$ cat config.mk
export PLATFORM = sky130hd
export DESIGN_NAME = reorder_buffer
export DESIGN_NICKNAME = d
export VERILOG_FILES = /design/src/rtl/types_pkg.sv /design/src/rtl/reorder_buffer.sv
export SDC_FILE = /design/constraint.sdc
export NUM_CORES = 2
export LEC_CHECK = 0
export ABC_AREA = 1
export ABC_CLOCK_PERIOD_IN_PS = 3900
export CORE_AREA = 8 8 356 358
export DETAILED_ROUTE_END_ITERATION = 10
export DIE_AREA = 0 0 364 366
export SLEW_MARGIN = 20
export SYNTH_ARGS = -nofsm -noshare
export SYNTH_HDL_FRONTEND = slang
export SYNTH_SLANG_ARGS = --single-unit
$ cat constraint.sdc
create_clock -name clk -period 3.9 [get_ports clk]
set_input_delay 0.78 -clock clk [delete_from_list [all_inputs] [get_ports clk]]
set_output_delay 0.78 -clock clk [all_outputs]
set_load 0.005 [all_outputs]
$ cat src/rtl/types_pkg.sv
// Shared types for the reorder buffer: entry layout and default register index width.
package types_pkg;

  localparam int PREG_W_DEFAULT = 7;

  typedef struct packed {
    logic [6:0]  pd_new;
    logic [6:0]  pd_old;
    logic [31:0] pc;
    logic        complete;
    logic        valid;
  } rob_entry_t;

endpackage

$ cat src/rtl/reorder_buffer.sv
// In-order retirement buffer: allocate at tail, complete out of order, commit one per cycle
// from head, and truncate on a branch flush.
module reorder_buffer
  import types_pkg::*;
#(
  parameter int DEPTH  = 16,
  parameter int PREG_W = PREG_W_DEFAULT,
  parameter int N_CMPL = 3,
  localparam int TAG_W = $clog2(DEPTH)
) (
  input  logic                    clk,
  input  logic                    reset,
  input  logic                    alloc_valid,
  output logic                    alloc_ready,
  input  logic [PREG_W-1:0]       alloc_pd_new,
  input  logic [PREG_W-1:0]       alloc_pd_old,
  input  logic [31:0]             alloc_pc,
  output logic [TAG_W-1:0]        alloc_tag,
  input  logic [N_CMPL-1:0]       cmpl_valid,
  input  logic [N_CMPL*TAG_W-1:0] cmpl_tag,
  input  logic                    flush_valid,
  input  logic [TAG_W-1:0]        flush_tag,
  output logic                    commit_valid,
  output logic [TAG_W-1:0]        commit_tag,
  output logic [PREG_W-1:0]       commit_pd_old,
  output logic [PREG_W-1:0]       commit_pd_new,
  output logic [31:0]             commit_pc,
  output logic [TAG_W:0]          count,
  output logic                    empty
);

  localparam logic [TAG_W:0] FULL_COUNT = (TAG_W+1)'(DEPTH);

  rob_entry_t       ent_q [DEPTH];
  rob_entry_t       ent_d [DEPTH];
  logic [TAG_W-1:0] head_q, head_d;
  logic [TAG_W-1:0] tail_q, tail_d;
  logic [TAG_W:0]   count_q, count_d;
  logic [DEPTH-1:0] hit;
  logic [DEPTH-1:0] younger;
  logic [TAG_W-1:0] flush_dist;
  logic             flush_ok;
  logic             alloc_fire;

  assign alloc_ready   = count_q < FULL_COUNT;
  assign alloc_tag     = tail_q;
  assign commit_valid  = ent_q[head_q].valid && ent_q[head_q].complete;
  assign commit_tag    = head_q;
  assign commit_pd_old = PREG_W'(ent_q[head_q].pd_old);
  assign commit_pd_new = PREG_W'(ent_q[head_q].pd_new);
  assign commit_pc     = ent_q[head_q].pc;
  assign count         = count_q;
  assign empty         = count_q == '0;

  assign flush_ok   = flush_valid && ent_q[flush_tag].valid;
  assign flush_dist = flush_tag - head_q;
  assign alloc_fire = alloc_valid && alloc_ready && !flush_valid;

  // Age is measured as distance from head, so "younger than flush_tag" survives wrap-around.
  always_comb begin
    hit     = '0;
    younger = '0;
    for (int i = 0; i < DEPTH; i++) begin
      younger[i] = flush_ok && ((TAG_W'(i) - head_q) > flush_dist);
      for (int p = 0; p < N_CMPL; p++) begin
        if (cmpl_valid[p] && (cmpl_tag[p*TAG_W +: TAG_W] == TAG_W'(i))) hit[i] = 1'b1;
      end
    end
  end

  always_comb begin
    ent_d = ent_q;
    for (int i = 0; i < DEPTH; i++) begin
      if (hit[i] && ent_q[i].valid && !younger[i]) ent_d[i].complete = 1'b1;
      if (commit_valid && (head_q == TAG_W'(i))) begin
        ent_d[i].valid    = 1'b0;
        ent_d[i].complete = 1'b0;
      end
      if (younger[i]) begin
        ent_d[i].valid    = 1'b0;
        ent_d[i].complete = 1'b0;
      end
      if (alloc_fire && (tail_q == TAG_W'(i))) begin
        ent_d[i].pd_new   = 7'(alloc_pd_new);
        ent_d[i].pd_old   = 7'(alloc_pd_old);
        ent_d[i].pc       = alloc_pc;
        ent_d[i].complete = 1'b0;
        ent_d[i].valid    = 1'b1;
      end
    end
  end

  always_comb begin
    head_d = commit_valid ? head_q + TAG_W'(1) : head_q;
    if (flush_ok) begin
      tail_d  = flush_tag + TAG_W'(1);
      count_d = (TAG_W+1)'(flush_dist) + (TAG_W+1)'(1) - (TAG_W+1)'(commit_valid);
    end else begin
      tail_d  = alloc_fire ? tail_q + TAG_W'(1) : tail_q;
      count_d = count_q + (TAG_W+1)'(alloc_fire) - (TAG_W+1)'(commit_valid);
    end
  end

  always_ff @(posedge clk) begin
    if (reset) begin
      head_q  <= '0;
      tail_q  <= '0;
      count_q <= '0;
      for (int i = 0; i < DEPTH; i++) ent_q[i] <= '0;
    end else begin
      head_q  <= head_d;
      tail_q  <= tail_d;
      count_q <= count_d;
      ent_q   <= ent_d;
    end
  end

endmodule

==> After elaboration in Yosys (flattened, before gate mapping) <==
Cells that the tools add are included.
{ "word_totals": {"register_bits": 781, "inputBits": 69, "out_inout_bits": 62, "wordCells": 496} }
{ "classes": {"add_sub_neg": 24, "n_lt_le_gt_ge": 19, "n_eq_ne": 75, "muxes": 105, "n_bitwise": 2, "reduce_logical": 188} }
{ "ops": {"columns": ["cell", "n"], "rows": [
  ["binary-select mux 48 bit (select 4 bit)", 2],
  ["equality test 4 bit (second input constant)", 40],
  ["logical AND 1 bit", 132],
  ["two-way mux 1 bit", 98],
  ["two-way mux 48 bit", 2],
  ["equality test 4 x 3 -> 1 bit (second input constant)", 20],
  ["> comparator 4 bit", 16],
  ["OR reduction 4 bit", 16],
  ["nonzero test 3 bit", 16],
  ["equality test 4 x 2 -> 1 bit (second input constant)", 10],
  ["subtractor 4 bit (first input constant)", 8],
  ["equality test 4 x 1 -> 1 bit (second input constant)", 5],
  ["logical NOT 4 bit", 5],
  ["logical NOT 1 bit", 17],
  ["subtractor 3 x 4 -> 4 bit (first input constant)", 4],
  ["adder 4 x 1 -> 4 bit (second input constant)", 3],
  ["greater-or-equal comparator 5 bit (second input constant)", 2],
  ["inverter 4 -> 5 bit", 2],
  ["subtractor 5 x 1 -> 5 bit", 2],
  ["two-way mux 4 bit", 2],
  ["subtractor 1 x 4 -> 4 bit (first input constant)", 2],
  ["subtractor 2 x 4 -> 4 bit (first input constant)", 2],
  ["adder 4 x 1 -> 5 bit (second input constant)", 1],
  ["adder 5 x 1 -> 5 bit", 1],
  ["other kinds (5)", 5]
]} }

==> Longest topological paths before layout <==
{ "depth": {"ltp_word": 9, "depth_mapped": 18, "mapped_depth_nobuf": 17} }

==> Worst setup path after synthesis <==
OpenSTA, ideal clock, no wires.
{ "synth_path": {"path_kind": "register to register", "start": "register head_q[1], in the netlist commit_tag[1]", "end": "register ent_q[0] (netlist name)", "setup_ns": 0.128, "arrival_time_ns": 2.865, "slack_ns": 0.908, "stages_incl_launch_ff": 14, "cell_sequence": "dfxtp_1 > inv_2 > buf_6 > clkbuf_1 > clkbuf_1 > fa_1 > inv_1 > ha_1 > a21oi_1 > maj3_1 > o21bai_1 > nand3_1 > a31oi_1 > nor2_1"} }
{ "synth_between": {"elab_chain_cells": 7, "elab_cells_between_ends": 14} }
{ "synth_lines": {"columns": ["item", "line", "rtl"], "rows": [
  ["start: declaration", "reorder_buffer.sv:36", "logic [TAG_W-1:0] head_q, head_d;"],
  ["start signal: assignment", "reorder_buffer.sv:106", "head_q <= '0;"],
  ["start signal: assignment", "reorder_buffer.sv:111", "head_q <= head_d;"],
  ["branches (longest 7 deep; another with subtractor 4 bit)", null, null],
  ["end signal: assignment", "reorder_buffer.sv:114", "ent_q <= ent_d;"],
  ["end: declaration", "reorder_buffer.sv:34", "rob_entry_t ent_q [DEPTH];"]
]} }
Several ways; the timed one is not identified. The select of a mux whose other input is x is not followed.
A chain may end at the register's enable or synchronous reset.

==> Worst setup path in the final report <==
{ "layout_path": {"start": "register head_q[0], in the netlist commit_tag[0]", "end": "output commit_pc[14]"} }
{ "layout_between": {"elab_chain_cells": 4} }
{ "layout_lines": {"columns": ["item", "line", "rtl"], "rows": [
  ["inverter 4 -> 5 bit (not written as such)", "reorder_buffer.sv:51", "assign commit_pc = ent_q[head_q].pc;"],
  ["binary-select mux 48 bit (select 4 bit)", "reorder_buffer.sv:51", null],
  ["two-way mux 48 bit (not written as such) (2 in a row)", "reorder_buffer.sv:51", null],
  ["end: declaration", "reorder_buffer.sv:27", "output logic [31:0] commit_pc,"]
]} }
Every way passes these cells. The select of a mux whose other input is x is not followed.

==> metrics.txt <==
status completed; initial antenna violation count 18; Cells after DPL 6,548; drt first pass iters 6; Detailed Route WL 142 mm; VDD IR max 0.000487 V; residual DRC count 0; Core ar. 121,000 um2; max_cap viols 0; top-area cell type share of the netlist area 0.435; Worst slew margin 0.370; Final nets 5,125; non-filler cells in the finished layout 6,708; Vert. Die Dim 366 um; Layout Utilization 0.344; Vias/cell 5.36; Mapped Cells 5,187; reg2reg end count[4]$_SDFF_PP0_; most common cell after layout, fill and taps aside nor2_1; die area 133,000 um2; fmax 263 MHz; CTS max path bufs 3; Initial Util 0.298; worst hold start ent_q[385]$_SDFFE_PP0P_; most frequent cells in the layout nor2_1, o21ai_0, dfxtp_1; WP data required 3120 ps; clk root buf clkbuf_16; H-tree depth 3; # fillers 12,600; Cell Area, Placed 38,600 um2; Placer Congestion 0.841; gr ovfl total 0; Clock Skew 25.8 ps; mapped cell area 36,000 um2; Area Growth Syn to Fin 15.8%; Worst-Margin Slew 945 ps; PortBufs 130; Worst Hold Class flop to flop; clock latency on the worst-skew pair 650 ps; Leak 0.0176 uW; GRT Total Usage 0.202; antenna-violating nets left 0; critical setup path kind flop to output port; synthesized area per cell 6.94 um2; Avg WL per Cell 21.1 um; final setup fails 0; Worst EP arrival 3030 ps; type of element launching the critical path flop; sequential element share of the synthesized area 0.435; post-synth net total 5,300; top_reg_cell synth dfxtp_1; Register Area 15,700 um2; DP HPWL 78.6 mm; Die W 364 um; largest net degree at the start of global routing 183; Worst R2R Setup Slack 670 ps; Hold-fix buffers, CTS 0; synth unique cells 50; clk sink count 781; vias post-DR 36,000; Min Clock Period, post-route 3810 ps; CTS tree yes; clock-pin slew on the worst setup and hold paths 60 ps; layout cells sized above 1 0.0687; Area contributors post-synth dfxtp_1, nor2_1, o21ai_0; CTS buffer count 82; Final Hold Vio Count 0; worst-path fanout max 91; cell depth of the worst flop-to-flop path 16; Yosys warning count 0; Crit. End Element output port; Yosys top cell by area dfxtp_1; EDFF count, synth 0; Slew Limit Fails 0; asr flop ratio synth 0; CP startpoint commit_tag[0]$_SDFFE_PP0P_; Pwr Density 635 nW/um2; Tcrit/Tclk final 0.977; Yosys reg bits 781; Min Hold Slack 474 ps; first-pass GRT wire length 213 mm; Reg2Reg Launch Point commit_tag[0]$_SDFFE_PP0P_; Multi-input gate area 17,800 um2; Iter 0 DRT Violations 3,962; row cnt 128; Critical Path End commit_pc[14]; # IOs 131; vias in the first global route 33,700; post-route cell area 41,600 um2
layout make-up:
type,instances,share of cell area
clock buffer,117,0.0595
inverter,115,0.0117
timing repair buffer,245,0.0650
multi-input combinational,3787,0.428
sequential,781,0.376
tap,1625,0.0488
antenna,6,0.000360
clock inverter,32,0.0109
power breakdown:
part	switching (uW)	internal [uW]
Clock	3420	5150
Sequential	177	8220
Combinational	6090	3400
metal layers:
metal | global-route usage | part of all wire
met1 | 0.271 | 0.44
met2 | 0.322 | 0.45
met3 | 0.0363 | 0.080
met4 | 0.0742 | 0.033
met5 | 0 | 0.00052
timing repair:
item                                    in CTS  in global routing
buffers inserted                             0                  3
resized for setup                            3                 11
cloned                                       0                  2
endpoints found under the setup margin      12                 31
synthesized netlist by cell type, types with 2 or more instances:
library cell,n
buf_4,13
buf_1,23
nand2_2,7
o21ai_2,3
nand2_4,3
o22ai_1,40
buf_2,132
nand3_1,154
xnor2_1,4
nor2_2,16
nand3b_1,3
fa_1,2
inv_2,8
o21ai_1,118
clkbuf_1,325
o211ai_1,43
a21o_1,6
inv_4,2
o221ai_1,149
a21oi_1,42
dfxtp_1,781
nand4_1,9
nand2_1,154
nor2_1,1923
o21bai_1,3
a31oi_1,15
ha_1,42
xor2_1,7
nor3_1,6
nand3_2,12
inv_1,102
o21ai_0,1014
buf_6,9
worst min path at each step:
stage / slack (ps) / cells after the start / end
finish: 470 / 2 / ent_q[385]$_SDFFE_PP0P_
global route: 510 / 2 / ent_q[481]$_SDFFE_PP0P_
CTS: 470 / 2 / ent_q[385]$_SDFFE_PP0P_
detailed placement: 460 / 2 / ent_q[385]$_SDFFE_PP0P_
global placement: 460 / 2 / ent_q[385]$_SDFFE_PP0P_
floorplan: 440 / 2 / ent_q[241]$_SDFFE_PP0P_
metrics by stage:
| stage | power, uW | worst slack [ps] | setup TNS [ps] |
|---|---|---|---|
| floorplan | 14000 | 908 | 0 |
| global placement | 17700 | 304 | 0 |
| detailed placement | 17800 | 270 | 0 |
| CTS | 26300 | 7.46 | 0 |
| global route | 27700 | -12.0 | -22.4 |
| finish | 26500 | 91.2 | 0 |
cells by family (layout without fill, tap and decap cells):
kind of cell	Yosys count	after routing	share of synthesized area
compound gates	1440	1440	0.223
flops	781	781	0.435
simple gates	2289	2289	0.250
other cells	0	6	0
xor+xnor	13	13	0.00358
fa+ha+maj	45	45	0.0160
buf+inv	619	509	0.0735
flip-flops by register name (all words and copies together), names as in the netlist:
signal      cells
commit_tag      4
ent_q         768
count           5
alloc_tag       4
worst max-delay path: stages (launching register included):
cell,delay (ps)
dfxtp_4,470
buf_4,170
buf_16,330
o21ai_0,190
o221ai_1,260
nand3_1,100
nand2_1,150
clkdlybuf4s50_1,610
Power figures use the tool's default switching activity.
